$ cat src/rtl/draw_cursor_if.sv
// ============================================================================
// Module  : vga_if
// Brief   : VGA timing plus 12-bit RGB pixel stream between draw stages.
// Rev     : 1.0  initial release
// ============================================================================
`default_nettype none

interface vga_if;
  logic [10:0] vcount;
  logic        vsync;
  logic        vblnk;
  logic [10:0] hcount;
  logic        hsync;
  logic        hblnk;
  logic [11:0] rgb;

  modport master (output vcount, vsync, vblnk, hcount, hsync, hblnk, rgb);
  modport slave  (input  vcount, vsync, vblnk, hcount, hsync, hblnk, rgb);
endinterface

`default_nettype wire

$ cat src/rtl/draw_cursor.sv
// ============================================================================
// Module  : draw_cursor
// Brief   : Board cursor tracking, 2-click pick/place FSM and outline overlay.
// Rev     : 1.0  initial release
// ============================================================================
`default_nettype none

module draw_cursor #(
  parameter int          BOARD_X      = 83,
  parameter int          BOARD_Y      = 180,
  parameter int          SQ           = 45,
  parameter int          N            = 9,
  parameter int          BORDER       = 3,
  parameter int          BLINK_FRAMES = 30,
  parameter logic [11:0] CURSOR_COLOR = 12'h0F0,
  parameter logic [11:0] PICK_COLOR   = 12'hF00
) (
  input  logic       clk,
  input  logic       rst,
  input  logic       move_up,
  input  logic       move_down,
  input  logic       move_left,
  input  logic       move_right,
  input  logic       sel,
  vga_if.slave       vga_in,
  vga_if.master      vga_out,
  output logic [3:0] cur_col,
  output logic [3:0] cur_row,
  output logic       move_valid,
  output logic [3:0] from_col,
  output logic [3:0] from_row,
  output logic [3:0] to_col,
  output logic [3:0] to_row
);

  localparam int          CW        = $clog2(BLINK_FRAMES + 1);
  localparam logic [3:0]  c_max     = 4'(N - 1);
  localparam logic [10:0] c_bx      = 11'(BOARD_X);
  localparam logic [10:0] c_by      = 11'(BOARD_Y);
  localparam logic [10:0] c_bx_end  = 11'(BOARD_X + N * SQ);
  localparam logic [10:0] c_by_end  = 11'(BOARD_Y + N * SQ);
  localparam logic [10:0] c_bd_lo   = 11'(BORDER);
  localparam logic [10:0] c_bd_hi   = 11'(SQ - BORDER);
  localparam logic [CW-1:0] c_blink_last = CW'(BLINK_FRAMES - 1);

  localparam logic [0:0] S_IDLE   = 1'b0;
  localparam logic [0:0] S_PICKED = 1'b1;

  logic [0:0]    r_state;
  logic [CW-1:0] r_blink_cnt;
  logic          r_phase;
  logic          r_draw_phase;
  logic          r_draw_picked;
  logic [3:0]    r_draw_col, r_draw_row, r_draw_fcol, r_draw_frow;
  logic          w_frame_start;

  assign w_frame_start = (vga_in.vcount == 11'd0) && (vga_in.hcount == 11'd0);

  // sel is evaluated against the cursor before any same-cycle move lands
  always_ff @(posedge clk) begin
    if (rst) begin
      cur_col    <= 4'd4;
      cur_row    <= 4'd4;
      r_state    <= S_IDLE;
      move_valid <= 1'b0;
      from_col   <= 4'd0;
      from_row   <= 4'd0;
      to_col     <= 4'd0;
      to_row     <= 4'd0;
    end else begin
      move_valid <= 1'b0;
      if (sel) begin
        if (r_state == S_IDLE) begin
          r_state  <= S_PICKED;
          from_col <= cur_col;
          from_row <= cur_row;
        end else begin
          r_state <= S_IDLE;
          if ((cur_col != from_col) || (cur_row != from_row)) begin
            to_col     <= cur_col;
            to_row     <= cur_row;
            move_valid <= 1'b1;
          end
        end
      end
      if (move_up) begin
        if (cur_row != 4'd0) cur_row <= cur_row - 4'd1;
      end else if (move_down) begin
        if (cur_row != c_max) cur_row <= cur_row + 4'd1;
      end else if (move_left) begin
        if (cur_col != 4'd0) cur_col <= cur_col - 4'd1;
      end else if (move_right) begin
        if (cur_col != c_max) cur_col <= cur_col + 4'd1;
      end
    end
  end

  // Draw copies only change at frame start so an outline never tears mid-frame
  always_ff @(posedge clk) begin
    if (rst) begin
      r_blink_cnt   <= '0;
      r_phase       <= 1'b1;
      r_draw_phase  <= 1'b1;
      r_draw_picked <= 1'b0;
      r_draw_col    <= 4'd4;
      r_draw_row    <= 4'd4;
      r_draw_fcol   <= 4'd0;
      r_draw_frow   <= 4'd0;
    end else if (w_frame_start) begin
      r_draw_phase  <= r_phase;
      r_draw_picked <= (r_state == S_PICKED);
      r_draw_col    <= cur_col;
      r_draw_row    <= cur_row;
      r_draw_fcol   <= from_col;
      r_draw_frow   <= from_row;
      if (r_blink_cnt == c_blink_last) begin
        r_blink_cnt <= '0;
        r_phase     <= ~r_phase;
      end else begin
        r_blink_cnt <= r_blink_cnt + CW'(1);
      end
    end
  end

  logic [10:0] w_x_rel, w_y_rel, w_x_off, w_y_off;
  logic [3:0]  w_col, w_row;
  logic        w_on_board, w_border;

  assign w_x_rel = vga_in.hcount - c_bx;
  assign w_y_rel = vga_in.vcount - c_by;

  // Constant-step compare chain stands in for a divide by the square size
  always_comb begin
    w_col   = 4'd0;
    w_row   = 4'd0;
    w_x_off = w_x_rel;
    w_y_off = w_y_rel;
    for (int k = 1; k < N; k++) begin
      if (w_x_rel >= 11'(k * SQ)) begin
        w_col   = 4'(k);
        w_x_off = w_x_rel - 11'(k * SQ);
      end
      if (w_y_rel >= 11'(k * SQ)) begin
        w_row   = 4'(k);
        w_y_off = w_y_rel - 11'(k * SQ);
      end
    end
  end

  assign w_on_board = (vga_in.hcount >= c_bx) && (vga_in.hcount < c_bx_end) &&
                      (vga_in.vcount >= c_by) && (vga_in.vcount < c_by_end);
  assign w_border   = (w_x_off < c_bd_lo) || (w_x_off >= c_bd_hi) ||
                      (w_y_off < c_bd_lo) || (w_y_off >= c_bd_hi);

  logic [10:0] r_s1_vcount, r_s1_hcount;
  logic        r_s1_vsync, r_s1_vblnk, r_s1_hsync, r_s1_hblnk;
  logic [11:0] r_s1_rgb;
  logic [3:0]  r_s1_col, r_s1_row;
  logic        r_s1_edge;

  always_ff @(posedge clk) begin
    if (rst) begin
      r_s1_vcount <= '0;
      r_s1_vsync  <= 1'b0;
      r_s1_vblnk  <= 1'b0;
      r_s1_hcount <= '0;
      r_s1_hsync  <= 1'b0;
      r_s1_hblnk  <= 1'b0;
      r_s1_rgb    <= '0;
      r_s1_col    <= '0;
      r_s1_row    <= '0;
      r_s1_edge   <= 1'b0;
    end else begin
      r_s1_vcount <= vga_in.vcount;
      r_s1_vsync  <= vga_in.vsync;
      r_s1_vblnk  <= vga_in.vblnk;
      r_s1_hcount <= vga_in.hcount;
      r_s1_hsync  <= vga_in.hsync;
      r_s1_hblnk  <= vga_in.hblnk;
      r_s1_rgb    <= vga_in.rgb;
      r_s1_col    <= w_col;
      r_s1_row    <= w_row;
      r_s1_edge   <= w_on_board && w_border;
    end
  end

  logic [11:0] w_rgb;

  always_comb begin
    w_rgb = r_s1_rgb;
    if (!r_s1_vblnk && !r_s1_hblnk && r_s1_edge) begin
      if (r_draw_phase && (r_s1_col == r_draw_col) && (r_s1_row == r_draw_row))
        w_rgb = CURSOR_COLOR;
      else if (r_draw_picked && (r_s1_col == r_draw_fcol) && (r_s1_row == r_draw_frow))
        w_rgb = PICK_COLOR;
    end
  end

  always_ff @(posedge clk) begin
    if (rst) begin
      vga_out.vcount <= '0;
      vga_out.vsync  <= 1'b0;
      vga_out.vblnk  <= 1'b0;
      vga_out.hcount <= '0;
      vga_out.hsync  <= 1'b0;
      vga_out.hblnk  <= 1'b0;
      vga_out.rgb    <= '0;
    end else begin
      vga_out.vcount <= r_s1_vcount;
      vga_out.vsync  <= r_s1_vsync;
      vga_out.vblnk  <= r_s1_vblnk;
      vga_out.hcount <= r_s1_hcount;
      vga_out.hsync  <= r_s1_hsync;
      vga_out.hblnk  <= r_s1_hblnk;
      vga_out.rgb    <= w_rgb;
    end
  end

endmodule

`default_nettype wire

$ cat src/flat_wrapper.sv
// flat-port wrapper written by rule: the top's interface ports become plain ports
module draw_cursor_flat 
#(
  parameter int          BOARD_X      = 83,
  parameter int          BOARD_Y      = 180,
  parameter int          SQ           = 45,
  parameter int          N            = 9,
  parameter int          BORDER       = 3,
  parameter int          BLINK_FRAMES = 30,
  parameter logic [11:0] CURSOR_COLOR = 12'h0F0,
  parameter logic [11:0] PICK_COLOR   = 12'hF00
)
  (clk, rst, move_up, move_down, move_left, move_right, sel, cur_col, cur_row, move_valid, from_col, from_row, to_col, to_row, vga_in_vcount, vga_in_vsync, vga_in_vblnk, vga_in_hcount, vga_in_hsync, vga_in_hblnk, vga_in_rgb, vga_out_vcount, vga_out_vsync, vga_out_vblnk, vga_out_hcount, vga_out_hsync, vga_out_hblnk, vga_out_rgb);
  vga_if vga_in_i ();
  vga_if vga_out_i ();
  input  logic clk;
  input  logic rst;
  input  logic move_up;
  input  logic move_down;
  input  logic move_left;
  input  logic move_right;
  input  logic sel;
  output logic [3:0] cur_col;
  output logic [3:0] cur_row;
  output logic move_valid;
  output logic [3:0] from_col;
  output logic [3:0] from_row;
  output logic [3:0] to_col;
  output logic [3:0] to_row;
  input wire logic [$bits(vga_in_i.vcount)-1:0] vga_in_vcount;
  input wire logic [$bits(vga_in_i.vsync)-1:0] vga_in_vsync;
  input wire logic [$bits(vga_in_i.vblnk)-1:0] vga_in_vblnk;
  input wire logic [$bits(vga_in_i.hcount)-1:0] vga_in_hcount;
  input wire logic [$bits(vga_in_i.hsync)-1:0] vga_in_hsync;
  input wire logic [$bits(vga_in_i.hblnk)-1:0] vga_in_hblnk;
  input wire logic [$bits(vga_in_i.rgb)-1:0] vga_in_rgb;
  output wire logic [$bits(vga_out_i.vcount)-1:0] vga_out_vcount;
  output wire logic [$bits(vga_out_i.vsync)-1:0] vga_out_vsync;
  output wire logic [$bits(vga_out_i.vblnk)-1:0] vga_out_vblnk;
  output wire logic [$bits(vga_out_i.hcount)-1:0] vga_out_hcount;
  output wire logic [$bits(vga_out_i.hsync)-1:0] vga_out_hsync;
  output wire logic [$bits(vga_out_i.hblnk)-1:0] vga_out_hblnk;
  output wire logic [$bits(vga_out_i.rgb)-1:0] vga_out_rgb;
  assign vga_in_i.vcount = vga_in_vcount;
  assign vga_in_i.vsync = vga_in_vsync;
  assign vga_in_i.vblnk = vga_in_vblnk;
  assign vga_in_i.hcount = vga_in_hcount;
  assign vga_in_i.hsync = vga_in_hsync;
  assign vga_in_i.hblnk = vga_in_hblnk;
  assign vga_in_i.rgb = vga_in_rgb;
  assign vga_out_vcount = vga_out_i.vcount;
  assign vga_out_vsync = vga_out_i.vsync;
  assign vga_out_vblnk = vga_out_i.vblnk;
  assign vga_out_hcount = vga_out_i.hcount;
  assign vga_out_hsync = vga_out_i.hsync;
  assign vga_out_hblnk = vga_out_i.hblnk;
  assign vga_out_rgb = vga_out_i.rgb;
  draw_cursor #(.BOARD_X(BOARD_X), .BOARD_Y(BOARD_Y), .SQ(SQ), .N(N), .BORDER(BORDER), .BLINK_FRAMES(BLINK_FRAMES), .CURSOR_COLOR(CURSOR_COLOR), .PICK_COLOR(PICK_COLOR)) u_core (.clk(clk), .rst(rst), .move_up(move_up), .move_down(move_down), .move_left(move_left), .move_right(move_right), .sel(sel), .vga_in(vga_in_i), .vga_out(vga_out_i), .cur_col(cur_col), .cur_row(cur_row), .move_valid(move_valid), .from_col(from_col), .from_row(from_row), .to_col(to_col), .to_row(to_row));
endmodule
$ cat config.mk
export PLATFORM = sky130hd
export DESIGN_NAME = draw_cursor_flat
export DESIGN_NICKNAME = d
export VERILOG_FILES = /design/src/rtl/draw_cursor_if.sv /design/src/rtl/draw_cursor.sv /design/src/flat_wrapper.sv
export SDC_FILE = /design/constraint.sdc
export NUM_CORES = 1
export LEC_CHECK = 0
export BUFFER_PORTS_ARGS = -buffer_cell sky130_fd_sc_hd__buf_2
export CAP_MARGIN = 20
export CELL_PAD_IN_SITES_DETAIL_PLACEMENT = 0
export CELL_PAD_IN_SITES_GLOBAL_PLACEMENT = 1
export CORE_ASPECT_RATIO = 1.4
export CORE_MARGIN = 2
export CORE_UTILIZATION = 35
export CTS_CLUSTER_DIAMETER = 100
export DETAILED_ROUTE_END_ITERATION = 10
export GPL_ROUTABILITY_DRIVEN = 0
export PLACE_DENSITY_LB_ADDON = 0.1
export SLEW_MARGIN = 25
export SYNTH_ARGS = -nofsm -noshare
export SYNTH_HDL_FRONTEND = slang
export SYNTH_SLANG_ARGS = --single-unit
$ cat constraint.sdc
create_clock -name clk -period 9.25 [get_ports clk]
set_input_delay 0.925 -clock clk [delete_from_list [all_inputs] [get_ports clk]]
set_output_delay 0.925 -clock clk [all_outputs]
set_load 0.01 [all_outputs]
# Yosys cells after proc, flatten, opt, wreduce, memory -nomap -nowiden
# Index checks and enable logic that the tools add are counted.
[classes]
n_addsub = 23
magnitude_cmp = 24
n_eq_ne = 11
muxes = 46
bitwise = 5
n_reduce_logical = 33
[op_table]
columns = ["operator", "n"]
rows = [
  ["11-bit two-way mux", 16],
  ["11-bit by 8-bit >= comparator with 1-bit output, second input constant", 7],
  ["11-bit by 8-bit subtractor with 11-bit output, second input constant", 7],
  ["11-bit by 9-bit >= comparator with 1-bit output, second input constant", 6],
  ["11-bit by 9-bit subtractor with 11-bit output, second input constant", 6],
  ["11-bit by 6-bit >= comparator with 1-bit output, second input constant", 4],
  ["4-bit two-way mux", 10],
  ["12-bit two-way mux", 3],
  ["11-bit by 7-bit >= comparator with 1-bit output, second input constant", 3],
  ["11-bit by 7-bit subtractor with 11-bit output, second input constant", 3],
  ["3-bit two-way mux", 8],
  ["11-bit zero test", 2],
  ["11-bit by 2-bit < comparator with 1-bit output, second input constant", 2],
  ["11-bit by 6-bit subtractor with 11-bit output, second input constant", 2],
  ["4-bit == test", 4],
  ["1-bit logical AND", 11],
  ["11-bit by 10-bit < comparator with 1-bit output, second input constant", 1],
  ["11-bit by 9-bit < comparator with 1-bit output, second input constant", 1],
  ["4-bit by 1-bit adder with 4-bit output, second input constant", 2],
  ["2-bit two-way mux", 4],
  ["4-bit inequality test", 2],
  ["4-bit inequality test, second input constant", 2],
  ["2-bit nonzero test", 4],
  ["4-bit nonzero test", 2],
  ["other kinds (14)", 30],
]
[totals]
regBits = 135
wordCells = 177

# Depth between registers and ports, before layout
# Gate-level depths: netlist of run 1.
[logic_depth]
depth_word = 15
mapped_depth = 19
mapped_depth_nobuf = 16

# Least setup slack after synthesis of run 1
# OpenSTA, ideal clock, no wires.
[synth_timing]
path_type = "input -> register"
from = "input port vga_in_hcount[0]"
to = "register u_core.r_s1_edge"
setup_ns = 0.138
t_arrival_ns = 4.481
slack_ns = 4.630
cell_stages = 17
path_buffers = 2
path_cell_list = "ha_1 -> buf_2 -> xnor2_1 -> inv_1 -> ha_1 -> nor2b_1 -> o21ai_0 -> a211oi_1 -> o21a_1 -> or2_0 -> clkbuf_1 -> a22oi_1 -> a21oi_1 -> a2111oi_0 -> nand4_1 -> o41ai_1 -> o211ai_1"
[synth_between]
elab_chain_len = 15
elab_cells_between_ends = 36
classes_between = "add/sub (9); order compare (12); mux (8); reduce/logical (7)"
[synth_lines]
columns = ["element", "line", "text"]
rows = [
  ["start: declaration", "flat_wrapper.sv:33", "input wire logic [$bits(vga_in_i.hcount)-1:0] vga_in_hcount;"],
  ["11-bit by 7-bit subtractor with 11-bit output", "draw_cursor.sv:129", "assign w_x_rel = vga_in.hcount - c_bx;"],
  ["11-bit by 6-bit subtractor with 11-bit output / 11-bit by 6-bit >= comparator with 1-bit output (equally long branches)", "draw_cursor.sv:141, draw_cursor.sv:139", ""],
  ["11-bit two-way mux (8 in series)", "draw_cursor.sv:139", "if (w_x_rel >= 11'(k * SQ)) begin"],
  ["11-bit by 2-bit < comparator with 1-bit output / 11-bit by 6-bit >= comparator with 1-bit output (equally long branches)", "draw_cursor.sv:152", "assign w_border = (w_x_off < c_bd_lo) || (w_x_off >= c_bd_hi) ||"],
  ["1-bit logical OR (2 in series)", "draw_cursor.sv:152", ""],
  ["1-bit logical OR", "draw_cursor.sv:153", "(w_y_off < c_bd_lo) || (w_y_off >= c_bd_hi);"],
  ["1-bit logical AND *", "draw_cursor.sv:183", "r_s1_edge <= w_on_board && w_border;"],
  ["end signal: assignment", "draw_cursor.sv:183", ""],
  ["end: declaration", "draw_cursor.sv:159", "logic r_s1_edge;"],
]
# Every way passes the cells marked *; elsewhere a longest branch is shown, timed or not.
# A chain may end at the register's enable or synchronous reset.

# Worst setup path in the final report of run 1
[layout_timing]
from = "input port vga_in_vcount[2]"
to = "register u_core.r_s1_edge"
[layout_between]
elab_chain_len = 14
elab_cells_between_ends = 34
classes_between = "add/sub (9); order compare (12); mux (8); reduce/logical (5)"
[layout_lines]
columns = ["element", "line", "text"]
rows = [
  ["start: declaration", "flat_wrapper.sv:30", "input wire logic [$bits(vga_in_i.vcount)-1:0] vga_in_vcount;"],
  ["11-bit by 8-bit subtractor with 11-bit output", "draw_cursor.sv:130", "assign w_y_rel = vga_in.vcount - c_by;"],
  ["11-bit by 6-bit subtractor with 11-bit output / 11-bit by 6-bit >= comparator with 1-bit output (equally long branches)", "draw_cursor.sv:145, draw_cursor.sv:143", ""],
  ["11-bit two-way mux (8 in series)", "draw_cursor.sv:143", "if (w_y_rel >= 11'(k * SQ)) begin"],
  ["11-bit by 2-bit < comparator with 1-bit output", "draw_cursor.sv:153", ""],
  ["1-bit logical OR", "draw_cursor.sv:152", ""],
  ["1-bit logical OR", "draw_cursor.sv:153", ""],
  ["1-bit logical AND *", "draw_cursor.sv:183", ""],
]
# Marks and branches as above.

==> run metrics, run 1 <==
pwr/cell area=162 nW/um2; CTS max path bufs=2; Post-synth EDFFs=0; LEAKAGE=4.34 nW; DR vias=9673; TritonCTS clock tree=done; Slew @ Worst Pin=0.934 ns; # Post-CTS Setup Buffers=0; Die ar.=28700 um2; H-tree levels=4; peak supply drop=0.122 mV; DP Wirelength=26300 um; R2R setup slack=7.00 ns; GRT Residual Overflow=0; area taken by multi-input logic gates=6350 um2; CP Capture Type=flip-flop; clock sink count=135; post-route minimum period=5.48 ns; most used flip-flop cell after synthesis=dfxtp_1; top cells by area, synth=dfxtp_1 28%, ha_1 5.9%, nand2_1 5.5%, a21oi_1 5.0%, nor2b_1 4.4%; all-layer global routing usage=23.7%; Pwr Total=1.76 mW; Hold Vio Cnt, Final=0; PostCTS Resize Cnt=0; Cell Chain, Critical Path=buf_2, inv_1, ha_1, xnor2_2, inv_2, ha_1, inv_1, o21ai_0, a2bb2oi_1, or3_1, nor3_1, a211oi_1, a21oi_1, a2111oi_0, nand4_1, o41ai_1, o211ai_1; Post-DRT Antenna Nets=0; Yosys warning total=0; final core utilization=40.3%; delay-heaviest family, CP=compound AO/OA/AOI/OAI gates; Die X=144 um; Die Span Y=200 um; # IOs=108; clk root buf=clkbuf_16; max-slew violations=0; final count of negative-setup-slack endpoints=0; Max FO, Critical Path=23; WP data required=9.54 ns; Worst Setup Path Type=in -> reg; Layout Cell Area excl Fill=10800 um2; fmax=182 MHz; syn nets=1321; CP max stage delay=0.66 ns; Routed WL per cell=20.9 um; largest net degree at the start of global routing=67; core area=26900 um2; status=complete, no violations; Placement Cell Area=10300 um2; crit path launch type=input pin; Worst-Skew Late Latency=0.41 ns; top cell type's share of synthesized area=28.2%; crit share post-route=59.2%; synth-to-layout area growth=13.2%; async set or reset register ratio after synthesis=0%; # DRC=0; DR iter-0 viols=912; cell accounting for the most synthesized area=dfxtp_1; dpl cells=1629; Post-Syn Area=9580 um2; Port Buffers=107; initial antenna violation count=0; Worst Clk Skew=0.00884 ns; Final nets=1375; Critical Path AT=5.77 ns; DRT Pass-1 Iters=5; clock-pin slew on the worst setup and hold paths=0.07 ns; Max-slew headroom=37.2%; layout cell share with drive strength beyond 1=14.0%; Starting Density=35.6%; Via-to-Cell Ratio=5.82; Setup TNS=0 ns; Worst Slack Setup Final=3.77 ns; sequential area share after synthesis=28.2%; Synth Instances=1229; vias in the first global route=9170; fillcell total=2873; Reg area=2700 um2; Fin Hold WS=0.425 ns; Crit-path slowest cell=ha_1; Hold-fix buffers, CTS=0; synthesized flop and latch total=135; total CTS buffers=17; first-pass GRT wire length=52700 um; Hold WC Path Type=reg -> reg; RSZ-0062 raised after global routing=no; number of buffers and inverters on the critical path=4; max-cap violation count=0; post-placement setup slack=3.51 ns; Routed WL=34700 um; Synth cell types=90; syn avg cell area=7.79 um2; Final Non-Filler Cells=1661; number of diodes=0; Cell Rows=71
==> cells in the final DEF (no fill, tap or decap), types with 6 or more instances in the layout <==
cell	Yosys	final
ha_1	45	45
xor2_1	28	28
nor2b_1	67	67
inv_6	0	6
or3_1	15	15
clkbuf_16	0	17
nor4_1	16	16
o211ai_1	22	22
o21ai_0	44	44
nor2_1	86	86
nand3_1	33	33
or4_1	8	8
or2_2	8	8
o31ai_1	14	14
nor3_1	30	29
mux2i_1	15	15
o211a_1	7	7
inv_1	36	36
xnor2_1	28	28
nand2b_1	18	18
nand4_1	15	15
and3_1	11	11
buf_4	3	10
a21oi_1	95	95
nand3b_1	13	13
o21a_1	13	13
o22ai_1	7	7
and2_1	10	10
buf_2	17	106
a21o_1	15	15
dfxtp_1	135	135
a211oi_1	16	16
nand2_1	141	141
a31oi_1	14	14
==> synthesized netlist by cell type, types with 15 or more instances <==
master    instances
inv_1            36
nand2b_1         18
xnor2_1          28
nor4_1           16
o21ai_0          44
nor2b_1          67
o211ai_1         22
or3_1            15
buf_2            17
ha_1             45
nand2_1         141
nor2_1           86
xor2_1           28
a21oi_1          95
clkbuf_1         53
nand4_1          15
a21o_1           15
dfxtp_1         135
mux2i_1          15
a211oi_1         16
nand3_1          33
nor3_1           30
==> power breakdown <==
group | switching (mW) | total, mW | internal [mW]
logic | 0.302 | 0.462 | 0.160
clock network | 0.283 | 0.664 | 0.381
registers | 0.0256 | 0.634 | 0.609
==> sequential cells by signal, summed over array words and instances (netlist names), 5 cells and up <==
signal,count
u_core.vga_out.rgb,12
u_core.r_blink_cnt,5
u_core.vga_out.hcount,11
u_core.r_s1_rgb,12
u_core.r_s1_vcount,11
u_core.r_s1_hcount,11
u_core.vga_out.vcount,11
==> worst paths after layout <==
check | startpoint | endpoint | cells past startpoint
max | vga_in_vcount[2] | u_core.r_s1_edge$_SDFF_PP0_ | 17
min | u_core.r_s1_rgb[1]$_SDFF_PP0_ | u_core.vga_out.rgb[1]$_SDFF_PP0_ | 1
max reg2reg | u_core.r_s1_edge$_SDFF_PP0_ | u_core.vga_out.rgb[2]$_SDFF_PP0_ | 7
min reg2reg | u_core.r_s1_rgb[1]$_SDFF_PP0_ | u_core.vga_out.rgb[1]$_SDFF_PP0_ | 1
==> routing by layer <==
metal / track usage, % / vias to the layer above / routed length [um]
li1: - / 4572 / -
met3: 2.05 / 106 / 1780
met2: 42.0 / 448 / 17300
met5: 0 / - / 0
met1: 28.6 / 4547 / 13900
met4: 11.9 / 0 / 1710
==> kinds of logic (layout without fill, tap and decap cells) <==
family                   Yosys count  count (layout)  share of synthesized area (%)
AND/OR/NAND/NOR                  497             497                           26.7
AO/OA/AOI/OAI                    355             355                           25.8
flip-flops                       135             135                           28.2
buffers and inverters            119             186                           5.55
XOR/XNOR                          58              58                           5.46
adder cells (fa/ha/maj)           47              47                           6.30
multiplexers                      18              18                           1.92
==> area by class of cell <==
type                            count  area share, %
Clock buffer                       17           3.92
Clock inverter                     15           1.44
Inverter                           38           1.32
Multi-Input combinational cell    975           58.6
Sequential cell                   135           24.9
Tap cell                          365           4.21
Timing Repair Buffer              116           5.59
Note: power is estimated with default switching activity, not from simulation.
==> run 2, diff against run 1 <==
==> constraint.sdc (replaced) <==
create_clock -name clk -period 5 [get_ports clk]
set_input_delay 0.5 -clock clk [delete_from_list [all_inputs] [get_ports clk]]
set_output_delay 0.5 -clock clk [all_outputs]
set_load 0.01 [all_outputs]
==> run metrics, run 2 (synthesis results as in run 1) <==
TritonCTS clock tree=done (unchanged); WP data required=5.29 ns (was 9.54 ns); RSZ-0062 raised after global routing=no (unchanged); CP Capture Type=flip-flop (unchanged); # IOs=108 (unchanged); Final Non-Filler Cells=1706 (was 1661); status=complete, no violations (unchanged); Starting Density=35.6% (unchanged); Max FO, Critical Path=16 (was 23); DR vias=9759 (was 9673); layout cell share with drive strength beyond 1=16.8% (was 14.0%); Worst-Skew Late Latency=0.42 ns (was 0.41 ns); Post-DRT Antenna Nets=0 (unchanged); final count of negative-setup-slack endpoints=0 (unchanged); max-cap violation count=0 (unchanged); Setup TNS=0 ns (unchanged); worst flop-to-flop path startpoint=u_core.r_s1_edge$_SDFF_PP0_ (unchanged); Worst setup startpoint=vga_in_hcount[0] (was vga_in_vcount[2]); synth-to-layout area growth=16.9% (was 13.2%); max-slew violations=0 (unchanged); Die X=144 um (unchanged); Die Span Y=200 um (unchanged); initial antenna violation count=0 (unchanged); H-tree levels=4 (unchanged); Slew @ Worst Pin=0.866 ns (was 0.934 ns); PostCTS Resize Cnt=0 (unchanged); number of diodes=0 (unchanged); Placement Cell Area=10600 um2 (was 10300 um2); post-route minimum period=4.39 ns; crit path launch type=input pin (unchanged); LEAKAGE=4.57 nW (was 4.34 nW); Worst Slack Setup Final=0.611 ns (was 3.77 ns); Hold Vio Cnt, Final=0 (unchanged); DP Wirelength=26700 um (was 26300 um); Routed WL per cell=20.6 um (was 20.9 um); Pwr Total=3.33 mW (was 1.76 mW); clock sink count=135 (unchanged); GRT Residual Overflow=0 (unchanged); dpl cells=1674 (was 1629); Die ar.=28700 um2 (unchanged); # DRC=0 (unchanged); Layout Cell Area excl Fill=11200 um2 (was 10800 um2); commonest non-fill, non-tap cell in the layout=nand2_1 (unchanged); peak supply drop=0.181 mV (was 0.122 mV); Cell Rows=71 (unchanged); Final nets=1420 (was 1375); crit share post-route=87.8%; Min-Delay Startpoint=vga_in_rgb[8] (was u_core.r_s1_rgb[1]$_SDFF_PP0_); Port Buffers=107 (unchanged); post-placement setup slack=0.240 ns (was 3.51 ns); first-pass GRT wire length=53700 um (was 52700 um); Hold-fix buffers, CTS=0 (unchanged); largest registers=u_core.r_s1_rgb x12, u_core.vga_out.rgb x12 (unchanged); CTS max path bufs=2 (unchanged); Worst Setup Path Type=in -> reg (unchanged); Via-to-Cell Ratio=5.72 (was 5.82); DR iter-0 viols=748 (was 912); fmax=228 MHz; commonest cells after routing, fill and taps aside=141 x nand2_1, 135 x dfxtp_1, 106 x buf_2 (unchanged); Hold WC Path Type=in -> reg (was reg -> reg); Max-slew headroom=41.8% (was 37.2%); DRT Pass-1 Iters=5 (unchanged); Routed WL=35100 um (was 34700 um); Critical Path AT=4.68 ns (was 5.77 ns); vias in the first global route=9341 (was 9170); # Post-CTS Setup Buffers=0 (unchanged); core area=26900 um2 (unchanged); Worst Clk Skew=0.0111 ns (was 0.00884 ns); all-layer global routing usage=24.3% (was 23.7%); Fin Hold WS=0.293 ns (was 0.425 ns); largest net degree at the start of global routing=84 (was 67); clk root buf=clkbuf_16 (unchanged); pwr/cell area=297 nW/um2 (was 162 nW/um2); clock-pin slew on the worst setup and hold paths=0.06 ns (was 0.07 ns); final core utilization=41.6% (was 40.3%); total CTS buffers=17 (unchanged)
run 2: changes by cell type in the layout (fill, tap and decap cells not counted), sizes merged:
| cell | change |
|---|---|
| clkinvlp | -1 |
| inv | -9 |
| clkbuf | +8 |
| bufinv | +1 |
| buf | +45 |
| clkinv | +1 |
run 2: metal layers:
layer | global-route usage, % | vias to the layer above | wire length (um)
met5 | 0 | - | 0
met4 | 13.1 | 0 | 1810
met3 | 3.65 | 102 | 1620
met2 | 42.5 | 379 | 17400
met1 | 28.3 | 4618 | 14300
li1 | - | 4660 | -
run 2: area by class of cell:
class | count | area [um2]
Sequential cell | 135 | 2700
Inverter | 38 | 143
Fill cell | 2879 | 15700
Clock inverter | 7 | 90.1
Timing Repair Buffer | 161 | 943
Multi-Input combinational cell | 975 | 6350
Clock buffer | 25 | 515
Tap cell | 365 | 457
run 2: final timing paths:
check        depth (start not counted)                               end  slack [ns]
min                                  2     u_core.r_s1_rgb[8]$_SDFF_PP0_        0.29
max reg2reg                          7  u_core.vga_out.rgb[1]$_SDFF_PP0_        2.82
max                                 16       u_core.r_s1_edge$_SDFF_PP0_        0.61
min reg2reg                          1  u_core.vga_out.rgb[3]$_SDFF_PP0_        0.43
run 2: power by group:
group | switching (mW) | internal [mW]
Clock | 0.447 | 0.811
Combinational | 0.566 | 0.330
Sequential | 0.0473 | 1.13
Total | 1.06 | 2.27
run 2: worst max-delay path: stages:
cell	delay, ns
buf_2	0.23
ha_1	0.40
o31a_1	0.37
nor2_1	0.37
inv_2	0.20
ha_1	0.25
o21ai_0	0.11
nand2_1	0.10
or4_1	0.40
a21oi_1	0.29
o221ai_1	0.20
mux2i_1	0.15
a2111oi_0	0.40
nand4_1	0.17
o41ai_1	0.39
o211ai_1	0.13
==> run 3, diff against run 2 <==
--- a/config.mk
+++ b/config.mk
@@ -16,7 +16,7 @@
 export DETAILED_ROUTE_END_ITERATION = 10
 export GPL_ROUTABILITY_DRIVEN = 0
 export PLACE_DENSITY_LB_ADDON = 0.1
-export SLEW_MARGIN = 25
+export SLEW_MARGIN = 20
 export SYNTH_ARGS = -nofsm -noshare
 export SYNTH_HDL_FRONTEND = slang
 export SYNTH_SLANG_ARGS = --single-unit
==> constraint.sdc (replaced) <==
create_clock -name clk -period 5.1 [get_ports clk]
set_input_delay 0.51 -clock clk [delete_from_list [all_inputs] [get_ports clk]]
set_output_delay 0.51 -clock clk [all_outputs]
set_load 0.02 [all_outputs]
==> run metrics, run 3 (synthesis results as in run 1) <==
final count of negative-setup-slack endpoints=0 (unchanged); Placement Cell Area=10500 um2 (was 10600 um2); largest net degree at the start of global routing=85 (was 84); Routed WL=35100 um (about the same); total CTS buffers=17 (unchanged); clock sink count=135 (unchanged); Port Buffers=107 (unchanged); # DRC=0 (unchanged); synth-to-layout area growth=16.0% (was 16.9%); H-tree levels=4 (unchanged); Hold WC Path Type=in -> reg (unchanged); fmax=232 MHz; DP Wirelength=26800 um (was 26700 um); core area=26900 um2 (unchanged); met3 wire length=1400 um (was 1620 um); DR vias=9665 (was 9759); Die ar.=28700 um2 (unchanged); Max FO, Critical Path=16 (unchanged); largest registers=u_core.r_s1_rgb x12, u_core.vga_out.rgb x12 (unchanged); DRT Pass-1 Iters=6 (was 5); Worst setup startpoint=vga_in_hcount[0] (unchanged); Hold Vio Cnt, Final=0 (unchanged); TritonCTS clock tree=done (unchanged); max-slew violations=0 (unchanged); Slew @ Worst Pin=0.928 ns (was 0.866 ns); R2R setup slack=2.97 ns (was 2.82 ns); DR iter-0 viols=621 (was 748); number of diodes=0 (unchanged); Fin Hold WS=0.293 ns (about the same); WP data required=5.39 ns (was 5.29 ns); Max-slew headroom=37.7% (was 41.8%); Setup TNS=0 ns (unchanged); status=complete, no violations (unchanged); WHS Endpoint=u_core.r_s1_vsync$_SDFF_PP0_ (was u_core.r_s1_rgb[8]$_SDFF_PP0_); pwr/cell area=291 nW/um2 (was 297 nW/um2); Die X=144 um (unchanged); commonest cells after routing, fill and taps aside=141 x nand2_1, 135 x dfxtp_1, 106 x buf_2 (unchanged); first-pass GRT wire length=53500 um (was 53700 um); PostCTS Resize Cnt=0 (unchanged); clk root buf=clkbuf_16 (unchanged); WL met1=14400 um (was 14300 um); Final nets=1411 (was 1420); layout cell share with drive strength beyond 1=16.3% (was 16.8%); Worst Slack Setup Final=0.790 ns (was 0.611 ns); clock-pin slew on the worst setup and hold paths=0.06 ns (about the same); final core utilization=41.3% (was 41.6%); max-cap violation count=0 (unchanged); dpl cells=1665 (was 1674); highest routed layer=met4 (unchanged); vias in the first global route=9253 (was 9341); Worst-Skew Late Latency=0.42 ns (about the same); LEAKAGE=4.51 nW (was 4.57 nW); Pwr Total=3.24 mW (was 3.33 mW); GRT Residual Overflow=0 (unchanged); CP Capture Type=flip-flop (unchanged); met2 routed WL=17500 um (was 17400 um); Hold-fix buffers, CTS=0 (unchanged); Die Span Y=200 um (unchanged); Min-Delay Startpoint=vga_in_vsync (was vga_in_rgb[8]); Worst Setup Path Type=in -> reg (unchanged); Layout Cell Area excl Fill=11100 um2 (was 11200 um2); initial antenna violation count=0 (unchanged); crit share post-route=84.5%; post-route minimum period=4.31 ns; crit path launch type=input pin (unchanged); peak supply drop=0.161 mV (was 0.181 mV); fillcell total=2832 (was 2879); Final Non-Filler Cells=1696 (was 1706); Cell Rows=71 (unchanged); Hold Crit Depth=2 (unchanged); CTS max path bufs=2 (unchanged); post-placement setup slack=0.438 ns (was 0.240 ns); R2R cell count=7 (unchanged); R2R Path End=u_core.vga_out.rgb[0]$_SDFF_PP0_ (was u_core.vga_out.rgb[1]$_SDFF_PP0_); all-layer global routing usage=24.2% (was 24.3%); Post-DRT Antenna Nets=0 (unchanged); # Post-CTS Setup Buffers=0 (unchanged); Starting Density=35.6% (unchanged); commonest non-fill, non-tap cell in the layout=nand2_1 (unchanged); worst flop-to-flop path startpoint=u_core.r_s1_edge$_SDFF_PP0_ (unchanged); # IOs=108 (unchanged); Worst Clk Skew=0.00711 ns (was 0.0111 ns); Via-to-Cell Ratio=5.70 (was 5.72); Critical Path AT=4.60 ns (was 4.68 ns); RSZ-0062 raised after global routing=no (unchanged); Routed WL per cell=20.7 um (was 20.6 um)
run 3: cell types whose count changed in the layout (fill, tap and decap cells not counted), sizes merged:
cell | previous run | this run
inv | 38 | 40
clkinv | 3 | 2
buf | 161 | 152
clkinvlp | 2 | 4
bufinv | 2 | 1
clkbuf | 25 | 22
run 3: layer usage:
| metal | GRT usage (%) | vias to the layer above |
|---|---|---|
| li1 | - | 4641 |
| met1 | 28.3 | 4556 |
| met2 | 43.2 | 353 |
| met3 | 2.89 | 115 |
| met4 | 12.2 | 0 |
| met5 | 0 | - |
run 3: worst max-delay path by stage:
stage	to	slack (ns)	depth (start not counted)
after floorplan	u_core.r_s1_edge$_SDFF_PP0_	0.90	17
after global placement	u_core.r_s1_edge$_SDFF_PP0_	0.46	16
after detailed placement	u_core.r_s1_edge$_SDFF_PP0_	0.44	16
after CTS	u_core.r_s1_edge$_SDFF_PP0_	0.88	16
after global routing	u_core.r_s1_edge$_SDFF_PP0_	0.43	16
final	u_core.r_s1_edge$_SDFF_PP0_	0.79	16
run 3: worst max-delay path, stage by stage:
cell,delay [ns]
buf_2,0.22
ha_1,0.33
nor4_1,0.43
nor2_1,0.23
inv_2,0.23
ha_1,0.34
and3_1,0.26
o21a_1,0.18
or3_1,0.18
a21oi_1,0.09
o31ai_1,0.37
a21oi_1,0.11
a2111oi_0,0.45
nand4_1,0.15
o41ai_1,0.37
o211ai_1,0.13
run 3: power by group:
part           internal [mW]  switching (mW)
Sequential              1.10          0.0472
Combinational          0.318           0.574
Clock                  0.735           0.460
Total                   2.16            1.08
run 3: area by class of cell:
| cell class | instances | area, um2 | area share, % |
|---|---|---|---|
| clock buffers | 22 | 494 | 4.45 |
| clock inverters | 9 | 91.3 | 0.822 |
| inverters | 38 | 143 | 1.28 |
| multi-input cells | 975 | 6350 | 57.1 |
| flip-flops and latches | 135 | 2700 | 24.3 |
| well taps | 365 | 457 | 4.11 |
| repair buffers | 152 | 876 | 7.88 |
